==> src/rtl/if_fetch_unit_pkg.sv <==
// Shared types and constants for the instruction-fetch stage.
package if_fetch_unit_pkg;

    localparam int unsigned XLEN = 32;

    localparam logic [XLEN-1:0] DEFAULT_RESET_PC = 32'h0000_0000;
    localparam logic [XLEN-1:0] DEFAULT_NOP_INST = 32'h0000_0000;
    localparam logic [XLEN-1:0] PC_STEP          = 32'd4;

    typedef enum logic [1:0] {
        ST_FETCH = 2'd0,
        ST_HOLD  = 2'd1,
        ST_DRAIN = 2'd2
    } fetch_state_e;

endpackage

==> src/rtl/if_fetch_unit_if.sv <==
// Instruction-memory request/response bus between the fetch stage and imem.
interface if_fetch_unit_if;
    import if_fetch_unit_pkg::*;

    logic            imem_req;
    logic [XLEN-1:0] imem_addr;
    logic            imem_ready;
    logic [XLEN-1:0] imem_rdata;

    modport master (output imem_req, output imem_addr, input imem_ready, input imem_rdata);
    modport slave  (input imem_req, input imem_addr, output imem_ready, output imem_rdata);

endinterface

==> src/rtl/if_fetch_unit.sv <==
// Fetch stage: owns the PC, issues held imem requests, buffers one instruction
// under stall and drains an in-flight request after a redirect.
module if_fetch_unit
    import if_fetch_unit_pkg::*;
#(
    parameter logic [XLEN-1:0] RESET_PC = DEFAULT_RESET_PC,
    parameter logic [XLEN-1:0] NOP_INST = DEFAULT_NOP_INST
) (
    input  logic                    clk,
    input  logic                    Reset,
    input  logic                    Stall,
    input  logic                    Redirect,
    input  logic [XLEN-1:0]         Redirect_PC,
    if_fetch_unit_if.master         imem,
    output logic [XLEN-1:0]         PCP4_out,
    output logic [XLEN-1:0]         Inst_out,
    output logic                    Inst_valid
);

    fetch_state_e    state_q, state_d;
    logic [XLEN-1:0] pc_q, pc_d;
    logic [XLEN-1:0] pending_pc_q, pending_pc_d;
    logic [XLEN-1:0] buf_inst_q, buf_inst_d;
    logic [XLEN-1:0] buf_pcp4_q, buf_pcp4_d;
    logic [XLEN-1:0] pcp4_q, pcp4_d;
    logic [XLEN-1:0] inst_q, inst_d;
    logic            valid_q, valid_d;

    logic [XLEN-1:0] pc_plus4;
    logic [XLEN-1:0] redirect_tgt;

    assign pc_plus4     = pc_q + PC_STEP;
    assign redirect_tgt = Redirect_PC & ~(XLEN'(3));

    // A request is live whenever we are not parked in HOLD or being reset.
    assign imem.imem_req  = !Reset && (state_q != ST_HOLD);
    assign imem.imem_addr = pc_q;

    assign PCP4_out   = pcp4_q;
    assign Inst_out   = inst_q;
    assign Inst_valid = valid_q;

    always_ff @(posedge clk) begin
        if (Reset) begin
            state_q      <= ST_FETCH;
            pc_q         <= RESET_PC;
            pending_pc_q <= '0;
            buf_inst_q   <= '0;
            buf_pcp4_q   <= '0;
            pcp4_q       <= '0;
            inst_q       <= NOP_INST;
            valid_q      <= 1'b0;
        end else begin
            state_q      <= state_d;
            pc_q         <= pc_d;
            pending_pc_q <= pending_pc_d;
            buf_inst_q   <= buf_inst_d;
            buf_pcp4_q   <= buf_pcp4_d;
            pcp4_q       <= pcp4_d;
            inst_q       <= inst_d;
            valid_q      <= valid_d;
        end
    end

    always_comb begin
        state_d      = state_q;
        pc_d         = pc_q;
        pending_pc_d = pending_pc_q;
        buf_inst_d   = buf_inst_q;
        buf_pcp4_d   = buf_pcp4_q;
        pcp4_d       = pcp4_q;
        inst_d       = inst_q;
        valid_d      = valid_q;

        if (Redirect) begin
            pcp4_d  = '0;
            inst_d  = NOP_INST;
            valid_d = 1'b0;
            // An outstanding request cannot be aborted, so park the target until it returns.
            if ((state_q == ST_FETCH || state_q == ST_DRAIN) && !imem.imem_ready) begin
                pending_pc_d = redirect_tgt;
                state_d      = ST_DRAIN;
            end else begin
                pc_d    = redirect_tgt;
                state_d = ST_FETCH;
            end
        end else begin
            unique case (state_q)
                ST_FETCH: begin
                    if (imem.imem_ready) begin
                        pc_d = pc_plus4;
                        if (!Stall) begin
                            inst_d  = imem.imem_rdata;
                            pcp4_d  = pc_plus4;
                            valid_d = 1'b1;
                        end else begin
                            buf_inst_d = imem.imem_rdata;
                            buf_pcp4_d = pc_plus4;
                            state_d    = ST_HOLD;
                        end
                    end else if (!Stall) begin
                        pcp4_d  = '0;
                        inst_d  = NOP_INST;
                        valid_d = 1'b0;
                    end
                end
                ST_HOLD: begin
                    if (!Stall) begin
                        inst_d  = buf_inst_q;
                        pcp4_d  = buf_pcp4_q;
                        valid_d = 1'b1;
                        state_d = ST_FETCH;
                    end
                end
                ST_DRAIN: begin
                    pcp4_d  = '0;
                    inst_d  = NOP_INST;
                    valid_d = 1'b0;
                    if (imem.imem_ready) begin
                        pc_d    = pending_pc_q;
                        state_d = ST_FETCH;
                    end
                end
                default: state_d = ST_FETCH;
            endcase
        end
    end

endmodule

==> src/flat_wrapper.sv <==
// flat-port wrapper written by rule: the top's interface ports become plain ports
module if_fetch_unit_flat import if_fetch_unit_pkg::*;
#(
    parameter logic [XLEN-1:0] RESET_PC = DEFAULT_RESET_PC,
    parameter logic [XLEN-1:0] NOP_INST = DEFAULT_NOP_INST
)
  (clk, Reset, Stall, Redirect, Redirect_PC, PCP4_out, Inst_out, Inst_valid, imem_imem_req, imem_imem_addr, imem_imem_ready, imem_imem_rdata);
  if_fetch_unit_if imem_i ();
  input  logic clk;
  input  logic Reset;
  input  logic Stall;
  input  logic Redirect;
  input  logic [XLEN-1:0] Redirect_PC;
  output logic [XLEN-1:0] PCP4_out;
  output logic [XLEN-1:0] Inst_out;
  output logic Inst_valid;
  output wire logic [$bits(imem_i.imem_req)-1:0] imem_imem_req;
  output wire logic [$bits(imem_i.imem_addr)-1:0] imem_imem_addr;
  input wire logic [$bits(imem_i.imem_ready)-1:0] imem_imem_ready;
  input wire logic [$bits(imem_i.imem_rdata)-1:0] imem_imem_rdata;
  assign imem_imem_req = imem_i.imem_req;
  assign imem_imem_addr = imem_i.imem_addr;
  assign imem_i.imem_ready = imem_imem_ready;
  assign imem_i.imem_rdata = imem_imem_rdata;
  if_fetch_unit #(.RESET_PC(RESET_PC), .NOP_INST(NOP_INST)) u_core (.clk(clk), .Reset(Reset), .Stall(Stall), .Redirect(Redirect), .Redirect_PC(Redirect_PC), .imem(imem_i), .PCP4_out(PCP4_out), .Inst_out(Inst_out), .Inst_valid(Inst_valid));
endmodule
==> config.mk <==
export PLATFORM = sky130hd
export DESIGN_NAME = if_fetch_unit_flat
export DESIGN_NICKNAME = d
export VERILOG_FILES = /design/src/rtl/if_fetch_unit_pkg.sv /design/src/rtl/if_fetch_unit_if.sv /design/src/rtl/if_fetch_unit.sv /design/src/flat_wrapper.sv
export SDC_FILE = /design/constraint.sdc
export NUM_CORES = 1
export LEC_CHECK = 0
export BUFFER_PORTS_ARGS = -buffer_cell sky130_fd_sc_hd__buf_2
export CAP_MARGIN = 0
export CORE_ASPECT_RATIO = 1.1
export CORE_MARGIN = 4
export CORE_UTILIZATION = 55
export DETAILED_ROUTE_END_ITERATION = 10
export PLACE_DENSITY = 0.86
export SKIP_CTS_REPAIR_TIMING = 1
export SLEW_MARGIN = 20
export SYNTH_ARGS = -nofsm -noshare
export SYNTH_HDL_FRONTEND = slang
export SYNTH_SLANG_ARGS = --single-unit
==> constraint.sdc <==
create_clock -name clk -period 4 [get_ports clk]
set_clock_uncertainty 0.15 [all_clocks]
set_input_delay 0.2 -clock clk [delete_from_list [all_inputs] [get_ports clk]]
set_output_delay 0.2 -clock clk [all_outputs]
set_load 0.02 [all_outputs]
==> results of run 1 <==
## layout make-up
class,count,area [µm²]
Sequential cell,187,3740
Clock inverter,15,159
Clock buffer,17,425
Inverter,8,30.0
Tap cell,196,245
Multi-Input combinational cell,801,4400
Timing Repair Buffer,240,1570
Fill cell,1173,4540
## layer usage
metal  routed length, µm  vias to the layer above  GRT usage (%)
li1                    -                     4236              -
met1               10600                     4240           36.7
met2               12800                      524           43.2
met3                2340                       63           5.51
met4                 787                        0           11.9
met5                   0                        -              0
## report_power, final
part / total, mW / internal (mW) / switching [mW] / leakage (nW)
Combinational: 0.729 / 0.271 / 0.458 / 2.36
Clock: 1.65 / 0.835 / 0.817 / 0.278
Sequential: 2.05 / 1.96 / 0.0952 / 1.53
Total: 4.43 / 3.06 / 1.37 / 4.16
## cells by family after synthesis
kind of cell    after synthesis
xor+xnor                     21
mux                          11
fa+ha+maj                     4
flops                       187
simple gates                450
other cells                   1
buf+inv                     111
compound gates              311
## metrics by stage
| step | hold slack, ns | setup slack (ns) | util, % | cell area [µm²] |
|---|---|---|---|---|
| after floorplan | 0.186 | 1.38 | - | 8550 |
| after global placement | 0.287 | 1.21 | 62.0 | 9370 |
| after detailed placement | 0.292 | 1.16 | 62.0 | 9370 |
| after CTS | -0.159 | 1.03 | 65.9 | 9960 |
| after global routing | 0.0700 | 0.818 | 70.0 | 10600 |
| final | 0.0662 | 0.897 | 70.0 | 10600 |
## registers in the layout, indices dropped and copies added, names as in the netlist
name	count
u_core.Inst_out	32
u_core.buf_inst_q	32
u_core.PCP4_out	30
u_core.buf_pcp4_q	30
u_core.imem.imem_addr	30
u_core.pending_pc_q	30
u_core.state_q	2
u_core.Inst_valid	1
## worst paths after layout
kind | from | end | depth (start not counted)
min reg2reg | u_core.pending_pc_q[22] | u_core.pending_pc_q[22] | 2
min | Redirect | u_core.state_q[1] | 4
max | u_core.imem.imem_addr[2] | u_core.imem.imem_addr[20] | 6
max reg2reg | u_core.imem.imem_addr[2] | u_core.imem.imem_addr[20] | 6
## critical path: cells and delay by family, from the launching register on
kind                       cells  cell delay, ns
AOI/OAI and AO/OA              2            0.46
adders and majority gates      1            0.29
DFF                            1            0.52
and+or+nand+nor                3            1.57
## cells in the final DEF (no fill, tap or decap), types with 7 or more instances in the layout
| cell type | netlist | routed |
|---|---|---|
| xor2_1 | 15 | 15 |
| and3_1 | 11 | 11 |
| buf_4 | 4 | 18 |
| mux2i_1 | 9 | 7 |
| dlygate4sd3_1 | 0 | 62 |
| nand2_1 | 184 | 184 |
| buf_2 | 4 | 159 |
| clkbuf_16 | 0 | 17 |
| o211ai_1 | 11 | 11 |
| inv_1 | 7 | 7 |
| nor4_1 | 15 | 15 |
| nand4_1 | 14 | 14 |
| o31a_1 | 9 | 9 |
| a21oi_1 | 114 | 114 |
| nor3_1 | 59 | 58 |
| dfxtp_1 | 187 | 187 |
| a221oi_1 | 47 | 47 |
| a211oi_1 | 20 | 20 |
| nand3_1 | 17 | 17 |
| a31oi_1 | 10 | 10 |
| nor2_1 | 116 | 116 |
| o21ai_0 | 64 | 64 |
==> report_table.html, run 1 <==
<table>
<tr><th>Metric</th><th>Value</th></tr>
<tr><th colspan="2">Run status</th></tr>
<tr><td>Outcome</td><td>finished clean</td></tr>
<tr><th colspan="2">Yosys</th></tr>
<tr><td>Synth async-reset ratio</td><td>0%</td></tr>
<tr><td>Share of synthesized area spent on multiplexers</td><td>around 1.3%</td></tr>
<tr><td>Top cells by instance count after synthesis</td><td>dfxtp_1 (187), nand2_1 (184), nor2_1 (116), a21oi_1 (114), clkbuf_1 (90)</td></tr>
<tr><td>Average size of a mapped cell</td><td>7.79 µm²</td></tr>
<tr><td>Xor and xnor fraction of the mapped netlist area</td><td>about 2.2%</td></tr>
<tr><td>Simple logic cell fraction of the synthesized area</td><td>between 20% and 30%</td></tr>
<tr><td>Most repeated cell in the gate-level netlist after synthesis</td><td>dfxtp_1</td></tr>
<tr><td>Mapped cell area</td><td>about 8500 µm²</td></tr>
<tr><td>Number of enable flip-flop cells after synthesis</td><td>0</td></tr>
<tr><td>Yosys reg bits</td><td>approximately 190</td></tr>
<tr><td>Adder and majority gate portion of the synthesized area</td><td>less than 1%</td></tr>
<tr><td>Synthesized-area fraction occupied by ao, oa, aoi and oai cells</td><td>a little under a quarter</td></tr>
<tr><td>Count of cell types in the netlist</td><td>59</td></tr>
<tr><td>Share of Yosys cell area claimed by the top area cell type</td><td>between 40 and 50%</td></tr>
<tr><td>Synthesized instance count</td><td>approximately 1,100</td></tr>
<tr><td>Cell types occupying the most area after synthesis</td><td>dfxtp_1 (44%), nand2_1 (8.1%), a21oi_1 (6.7%), nor2_1 (5.1%), a221oi_1 (4.8%)</td></tr>
<tr><td>Combinational family with the most area after synthesis</td><td>simple AND/OR/NAND/NOR gates</td></tr>
<tr><td>Register area share after synthesis</td><td>between 40% and 50%</td></tr>
<tr><td>Most frequently used flop master after synthesis</td><td>dfxtp_1</td></tr>
<tr><td>Count of warnings emitted by yosys</td><td>0</td></tr>
<tr><td>Cell taking the most area after synthesis</td><td>dfxtp_1</td></tr>
<tr><th colspan="2">Clocking</th></tr>
<tr><td>Maximum number of buffers from clock root to sink</td><td>2</td></tr>
<tr><td>H-tree lvl count</td><td>4</td></tr>
<tr><td>Clock latency on the worst-skew pair</td><td>0.44 ns</td></tr>
<tr><td>Clock transition at the registers of the reported paths</td><td>0.07 ns</td></tr>
<tr><td>Root buffer cell</td><td>clkbuf_16</td></tr>
<tr><td>Clock buffer count from CTS</td><td>17</td></tr>
<tr><td>Clock tree from TritonCTS</td><td>yes</td></tr>
<tr><td>Sink count of the clock tree</td><td>about 190</td></tr>
<tr><th colspan="2">Final layout</th></tr>
<tr><td>Fraction of layout cells with a size suffix above 1</td><td>18.1%</td></tr>
<tr><td>Non-Filler Instances</td><td>between 1,000 and 1,500</td></tr>
<tr><td>NumNets Final</td><td>1,328</td></tr>
<tr><td>Diodes inserted</td><td>0</td></tr>
<tr><td>Area Overhead vs Synth</td><td>23.9%</td></tr>
<tr><th colspan="2">Detailed routing</th></tr>
<tr><td>Post-detailed-route via-to-cell ratio</td><td>6.19</td></tr>
<tr><td>DR iter-0 viols</td><td>about 960</td></tr>
<tr><td>Drt pass-1 iters</td><td>6</td></tr>
<tr><td>Via count of the routed design</td><td>just over 9,000</td></tr>
<tr><td>Total DRC errors in the routed layout</td><td>0</td></tr>
<tr><td>DRT Wirelength</td><td>26,600 µm</td></tr>
<tr><td>Final ANT Viol Nets</td><td>0</td></tr>
<tr><td>WL/cell</td><td>approximately 18 µm</td></tr>
<tr><th colspan="2">Worst setup path</th></tr>
<tr><td>Worst setup path category</td><td>flop to flop</td></tr>
<tr><td>Maximum net fanout on the critical path</td><td>11</td></tr>
<tr><td>FF-to-FF setup slack</td><td>0.90 ns</td></tr>
<tr><td>Crit path largest cell delay</td><td>between 0.6 and 0.7 ns</td></tr>
<tr><td>Endpoint class of the critical path</td><td>flop</td></tr>
<tr><td>CP max-delay cell</td><td>nor4_1</td></tr>
<tr><td>Startpoint kind of the worst setup timing path</td><td>flop</td></tr>
<tr><td>Arr. time, crit path</td><td>about 3.3 ns</td></tr>
<tr><td>Worst-path cell chain</td><td>ha_1 -&gt; nand4_1 -&gt; or3_1 -&gt; nor4_1 -&gt; o31ai_1 -&gt; a211oi_1</td></tr>
<tr><td>CP Data Required Time</td><td>around 4.2 ns</td></tr>
<tr><th colspan="2">Timing</th></tr>
<tr><td>Final-report setup violation count</td><td>0</td></tr>
<tr><td>Part of the cycle the worst path needs</td><td>77.6%</td></tr>
<tr><td>RSZ-0062 raised after global routing</td><td>no</td></tr>
<tr><td>Final Hold Fails</td><td>0</td></tr>
<tr><td>Min cycle time layout</td><td>just over 3 ns</td></tr>
<tr><td>Relative slew slack</td><td>33.5%</td></tr>
<tr><td>Transition time at the pin with the least slew margin</td><td>between 0.9 and 1 ns</td></tr>
<tr><td>Max-slew violation total from the final report</td><td>0</td></tr>
<tr><td>Highest clock rate</td><td>~0.32 GHz</td></tr>
<tr><td>Sum of negative setup slack</td><td>0 ns</td></tr>
<tr><th colspan="2">Placed design</th></tr>
<tr><td>DP Wirelength</td><td>about 16,000 µm</td></tr>
<tr><td>Placer's final routability congestion estimate</td><td>just over 0.9</td></tr>
<tr><td>Quantity of I/O buffers inserted on ports</td><td>160</td></tr>
<tr><td>Inst Count DP</td><td>1,370</td></tr>
<tr><th colspan="2">Global routing</th></tr>
<tr><td>Wire length of the first global-routing pass</td><td>39,900 µm</td></tr>
<tr><td>Total Routing Usage GR</td><td>a little over a quarter</td></tr>
<tr><td>Via count of the first global-routing pass</td><td>between 7,000 and 8,000</td></tr>
<tr><td>Initial antenna violation count</td><td>0</td></tr>
<tr><td>Residual overflow from global routing</td><td>0</td></tr>
<tr><td>Largest net degree at the start of global routing</td><td>72</td></tr>
<tr><th colspan="2">Floorplan</th></tr>
<tr><td>Width of the die</td><td>127 µm</td></tr>
<tr><td>Overall die height</td><td>roughly 140 µm</td></tr>
<tr><td>Die ar.</td><td>between 15,000 and 20,000 µm²</td></tr>
<tr><td>Placement row count</td><td>47</td></tr>
<tr><td>Number of I/O pins</td><td>~170</td></tr>
<tr><td>Core box area</td><td>around 15,000 µm²</td></tr>
<tr><td>Starting Density</td><td>a little under three fifths</td></tr>
<tr><th colspan="2">Power and ir drop</th></tr>
<tr><td>Leakage Power</td><td>around 4.2 nW</td></tr>
<tr><td>Power density cells</td><td>approximately 420 nW/µm²</td></tr>
<tr><td>Worst supply voltage drop on vdd</td><td>about 0.00034 V</td></tr>
<tr><td>Final Power</td><td>~4.4 mW</td></tr>
<tr><th colspan="2">Job</th></tr>
<tr><td>Max Cap Viol</td><td>0</td></tr>
<tr><th colspan="2">Worst hold path</th></tr>
<tr><td>Type of the most critical hold path</td><td>input port to flop</td></tr>
</table>
No activity file was read; power rests on OpenSTA's default activity.
==> run 2, diff against run 1 <==
--- a/config.mk
+++ b/config.mk
@@ -5,13 +5,14 @@
 export SDC_FILE = /design/constraint.sdc
 export NUM_CORES = 1
 export LEC_CHECK = 0
+export ABC_AREA = 1
 export BUFFER_PORTS_ARGS = -buffer_cell sky130_fd_sc_hd__buf_2
 export CAP_MARGIN = 0
 export CORE_ASPECT_RATIO = 1.1
 export CORE_MARGIN = 4
-export CORE_UTILIZATION = 55
+export CORE_UTILIZATION = 50
 export DETAILED_ROUTE_END_ITERATION = 10
-export PLACE_DENSITY = 0.86
+export PLACE_DENSITY = 0.82
 export SKIP_CTS_REPAIR_TIMING = 1
 export SLEW_MARGIN = 20
 export SYNTH_ARGS = -nofsm -noshare
==> constraint.sdc (replaced) <==
create_clock -name clk -period 2.71 [get_ports clk]
set_clock_uncertainty 0.15 [all_clocks]
set_input_delay 0.1355 -clock clk [delete_from_list [all_inputs] [get_ports clk]]
set_output_delay 0.1355 -clock clk [all_outputs]
set_load 0.02 [all_outputs]
==> report_table.html, run 2 <==
<table>
<tr><th>Metric</th><th>Value</th></tr>
<tr><th colspan="2">Run status</th></tr>
<tr><td>Outcome</td><td>finished clean</td></tr>
<tr><th colspan="2">Final layout</th></tr>
<tr><td>Leading cell types in the layout, fill and taps excluded</td><td>a21oi_1 (188), dfxtp_1 (187), nand2_1 (184)</td></tr>
<tr><td>Area Overhead vs Synth</td><td>25.0%</td></tr>
<tr><td>Most common cell after layout, fill and taps aside</td><td>a21oi_1</td></tr>
<tr><td>Utilization after layout</td><td>between 60% and 70%</td></tr>
<tr><td>Non-Filler Instances</td><td>1,582</td></tr>
<tr><td>Diodes inserted</td><td>0</td></tr>
<tr><td>Post-route standard cell area excluding fillers</td><td>approximately 11,000 µm²</td></tr>
<tr><td>NumNets Final</td><td>1,438</td></tr>
<tr><td>Fraction of layout cells with a size suffix above 1</td><td>17.9%</td></tr>
<tr><th colspan="2">Detailed routing</th></tr>
<tr><td>Post-detailed-route via-to-cell ratio</td><td>5.57</td></tr>
<tr><td>WL/cell</td><td>between 15 and 20 µm</td></tr>
<tr><td>DR iter-0 viols</td><td>550</td></tr>
<tr><td>DRT Wirelength</td><td>~25,000 µm</td></tr>
<tr><td>Total DRC errors in the routed layout</td><td>0</td></tr>
<tr><td>Drt pass-1 iters</td><td>5</td></tr>
<tr><td>Via count of the routed design</td><td>~8,800</td></tr>
<tr><td>Final ANT Viol Nets</td><td>0</td></tr>
<tr><th colspan="2">Power and ir drop</th></tr>
<tr><td>Final Power</td><td>about 6.6 mW</td></tr>
<tr><td>Power density cells</td><td>~620 nW/µm²</td></tr>
<tr><td>Leakage Power</td><td>between 4 and 5 nW</td></tr>
<tr><td>Worst supply voltage drop on vdd</td><td>between 0.0004 and 0.0005 V</td></tr>
<tr><th colspan="2">Yosys</th></tr>
<tr><td>Most frequently used flop master after synthesis</td><td>dfxtp_1</td></tr>
<tr><td>Cell types occupying the most area after synthesis</td><td>dfxtp_1 (44%), a21oi_1 (11%), o21ai_0 (9.6%), nand2_1 (8.1%), nor2_1 (6.4%)</td></tr>
<tr><td>Register area share after synthesis</td><td>roughly 44%</td></tr>
<tr><td>Synthesized instance count</td><td>1,182</td></tr>
<tr><td>Top cells by instance count after synthesis</td><td>a21oi_1 (188), dfxtp_1 (187), nand2_1 (184), o21ai_0 (162), nor2_1 (144)</td></tr>
<tr><td>Share of Yosys cell area claimed by the top area cell type</td><td>roughly 44%</td></tr>
<tr><td>Synth async-reset ratio</td><td>0%</td></tr>
<tr><td>Yosys reg bits</td><td>~190</td></tr>
<tr><td>Mapped cell area</td><td>around 8500 µm²</td></tr>
<tr><td>Cell taking the most area after synthesis</td><td>dfxtp_1</td></tr>
<tr><td>Count of warnings emitted by yosys</td><td>0</td></tr>
<tr><td>Count of cell types in the netlist</td><td>34</td></tr>
<tr><td>Average size of a mapped cell</td><td>just over 7 µm²</td></tr>
<tr><td>Most repeated cell in the gate-level netlist after synthesis</td><td>a21oi_1</td></tr>
<tr><td>Number of enable flip-flop cells after synthesis</td><td>0</td></tr>
<tr><th colspan="2">Global routing</th></tr>
<tr><td>Wire length of the first global-routing pass</td><td>between 30,000 and 40,000 µm</td></tr>
<tr><td>Total Routing Usage GR</td><td>24.5%</td></tr>
<tr><td>Residual overflow from global routing</td><td>0</td></tr>
<tr><td>Largest net degree at the start of global routing</td><td>96</td></tr>
<tr><td>Initial antenna violation count</td><td>0</td></tr>
<tr><td>Via count of the first global-routing pass</td><td>7,564</td></tr>
<tr><th colspan="2">Floorplan</th></tr>
<tr><td>Number of I/O pins</td><td>167</td></tr>
<tr><td>Starting Density</td><td>51.4%</td></tr>
<tr><td>Placement row count</td><td>roughly 50</td></tr>
<tr><td>Die ar.</td><td>~19,000 µm²</td></tr>
<tr><td>Overall die height</td><td>around 140 µm</td></tr>
<tr><td>Width of the die</td><td>132 µm</td></tr>
<tr><td>Core box area</td><td>between 15,000 and 20,000 µm²</td></tr>
<tr><th colspan="2">Timing</th></tr>
<tr><td>Sum of negative setup slack</td><td>0 ns</td></tr>
<tr><td>Part of the cycle the worst path needs</td><td>between 90 and 100%</td></tr>
<tr><td>Final Hold Fails</td><td>0</td></tr>
<tr><td>Final critical-path setup slack</td><td>a little over 0.2 ns</td></tr>
<tr><td>RSZ-0062 raised after global routing</td><td>no</td></tr>
<tr><td>Highest clock rate</td><td>~0.4 GHz</td></tr>
<tr><td>Transition time at the pin with the least slew margin</td><td>~1.0 ns</td></tr>
<tr><td>Min cycle time layout</td><td>~2.5 ns</td></tr>
<tr><td>Relative slew slack</td><td>roughly a third</td></tr>
<tr><td>Max-slew violation total from the final report</td><td>0</td></tr>
<tr><td>Final-report setup violation count</td><td>0</td></tr>
<tr><td>Worst Hold Slack</td><td>~0.056 ns</td></tr>
<tr><th colspan="2">Worst setup path</th></tr>
<tr><td>Startpoint kind of the worst setup timing path</td><td>flop</td></tr>
<tr><td>Worst-path cell chain</td><td>ha_1 -&gt; inv_2 -&gt; a21oi_2 -&gt; buf_4 -&gt; nand3_1 -&gt; dlygate4sd3_1 -&gt; a21oi_1</td></tr>
<tr><td>Endpoint class of the critical path</td><td>flop</td></tr>
<tr><td>Maximum net fanout on the critical path</td><td>19</td></tr>
<tr><td>CP Data Required Time</td><td>just under 3 ns</td></tr>
<tr><td>Arr. time, crit path</td><td>between 2 and 3 ns</td></tr>
<tr><td>FF-to-FF Start</td><td>u_core.state_q[1]</td></tr>
<tr><td>Critical path origin</td><td>u_core.state_q[1]</td></tr>
<tr><td>CP max-delay cell</td><td>dlygate4sd3_1</td></tr>
<tr><td>Crit path largest cell delay</td><td>between 0.5 and 0.6 ns</td></tr>
<tr><td>Worst setup path category</td><td>flop to flop</td></tr>
<tr><th colspan="2">Placed design</th></tr>
<tr><td>DP Wirelength</td><td>around 16,000 µm</td></tr>
<tr><td>Quantity of I/O buffers inserted on ports</td><td>between 150 and 200</td></tr>
<tr><td>Minimum setup slack after placement</td><td>roughly 0.56 ns</td></tr>
<tr><td>Placed Area</td><td>9400 µm²</td></tr>
<tr><td>Placer's final routability congestion estimate</td><td>approximately 0.9</td></tr>
<tr><td>Inst Count DP</td><td>roughly 1,500</td></tr>
<tr><th colspan="2">Worst hold path</th></tr>
<tr><td>Hold_sp</td><td>Reset</td></tr>
<tr><td>Type of the most critical hold path</td><td>input port to flop</td></tr>
<tr><th colspan="2">Clocking</th></tr>
<tr><td>Maximum number of buffers from clock root to sink</td><td>2</td></tr>
<tr><td>H-tree lvl count</td><td>4</td></tr>
<tr><td>Clock latency on the worst-skew pair</td><td>approximately 0.43 ns</td></tr>
<tr><td>Clock transition at the registers of the reported paths</td><td>about 0.07 ns</td></tr>
<tr><td>Clock tree from TritonCTS</td><td>yes</td></tr>
<tr><td>Sink count of the clock tree</td><td>about 190</td></tr>
<tr><td>Root buffer cell</td><td>clkbuf_16</td></tr>
<tr><td>Clock buffer count from CTS</td><td>17</td></tr>
<tr><th colspan="2">Job</th></tr>
<tr><td>Max Cap Viol</td><td>0</td></tr>
</table>
## run 2: cell count changes after synthesis, sizes merged, moves of 35 or more
cell    before  now
o21ai       64  169
a221oi      47    0
inv          7   72
nor3        59    1
nor2       116  156
a21oi      114  189
clkbuf      91   56
## run 2: report_power, final
part	total (mW)	internal, mW	switching [mW]
clock network	2.32	1.26	1.05
logic	1.19	0.427	0.767
registers	3.08	2.93	0.151
## run 2: final timing paths
path                             to  slack [ns]  cells past startpoint
min reg2reg  u_core.pending_pc_q[8]        0.30                      2
max          u_core.pending_pc_q[2]        0.20                      7
min           u_core.buf_pcp4_q[19]        0.06                      4
max reg2reg  u_core.pending_pc_q[2]        0.20                      7
## run 2: critical path: cells and delay by family (launching register included)
kind	cells	cell delay [ns]
buffers and inverters	3	1.06
AO/OA/AOI/OAI	2	0.47
flip-flops	1	0.44
adder cells (fa/ha/maj)	1	0.23
AND/OR/NAND/NOR	1	0.09
## run 2: cells by family (layout without fill, tap and decap cells)
| group | after synthesis | in the layout | synth area share [%] |
|---|---|---|---|
| xor+xnor | 12 | 12 | 1.24 |
| simple gates | 409 | 409 | 20.5 |
| fa+ha+maj | 4 | 4 | 0.591 |
| other cells | 1 | 4 | 0.0442 |
| compound gates | 411 | 411 | 26.0 |
| flops | 187 | 187 | 44.2 |
| buf+inv | 158 | 351 | 7.48 |
## run 2: layer usage
layer | routed length, µm | GRT usage [%] | up-vias | part of all wire, %
li1 | - | - | 4308 | -
met1 | 10800 | 33.0 | 4034 | 42
met2 | 12000 | 39.0 | 420 | 47
met3 | 1990 | 4.38 | 46 | 7.8
met4 | 630 | 10.2 | 0 | 2.5
met5 | 0 | 0 | - | 0
## run 2: cell type report
type / count / area, µm²
multi-input cells: 840 / 4130
clock buffers: 21 / 440
inverters: 72 / 270
flip-flops and latches: 187 / 3740
repair buffers: 247 / 1660
clock inverters: 11 / 97.6
well taps: 204 / 255
fillers: 1379 / 5900
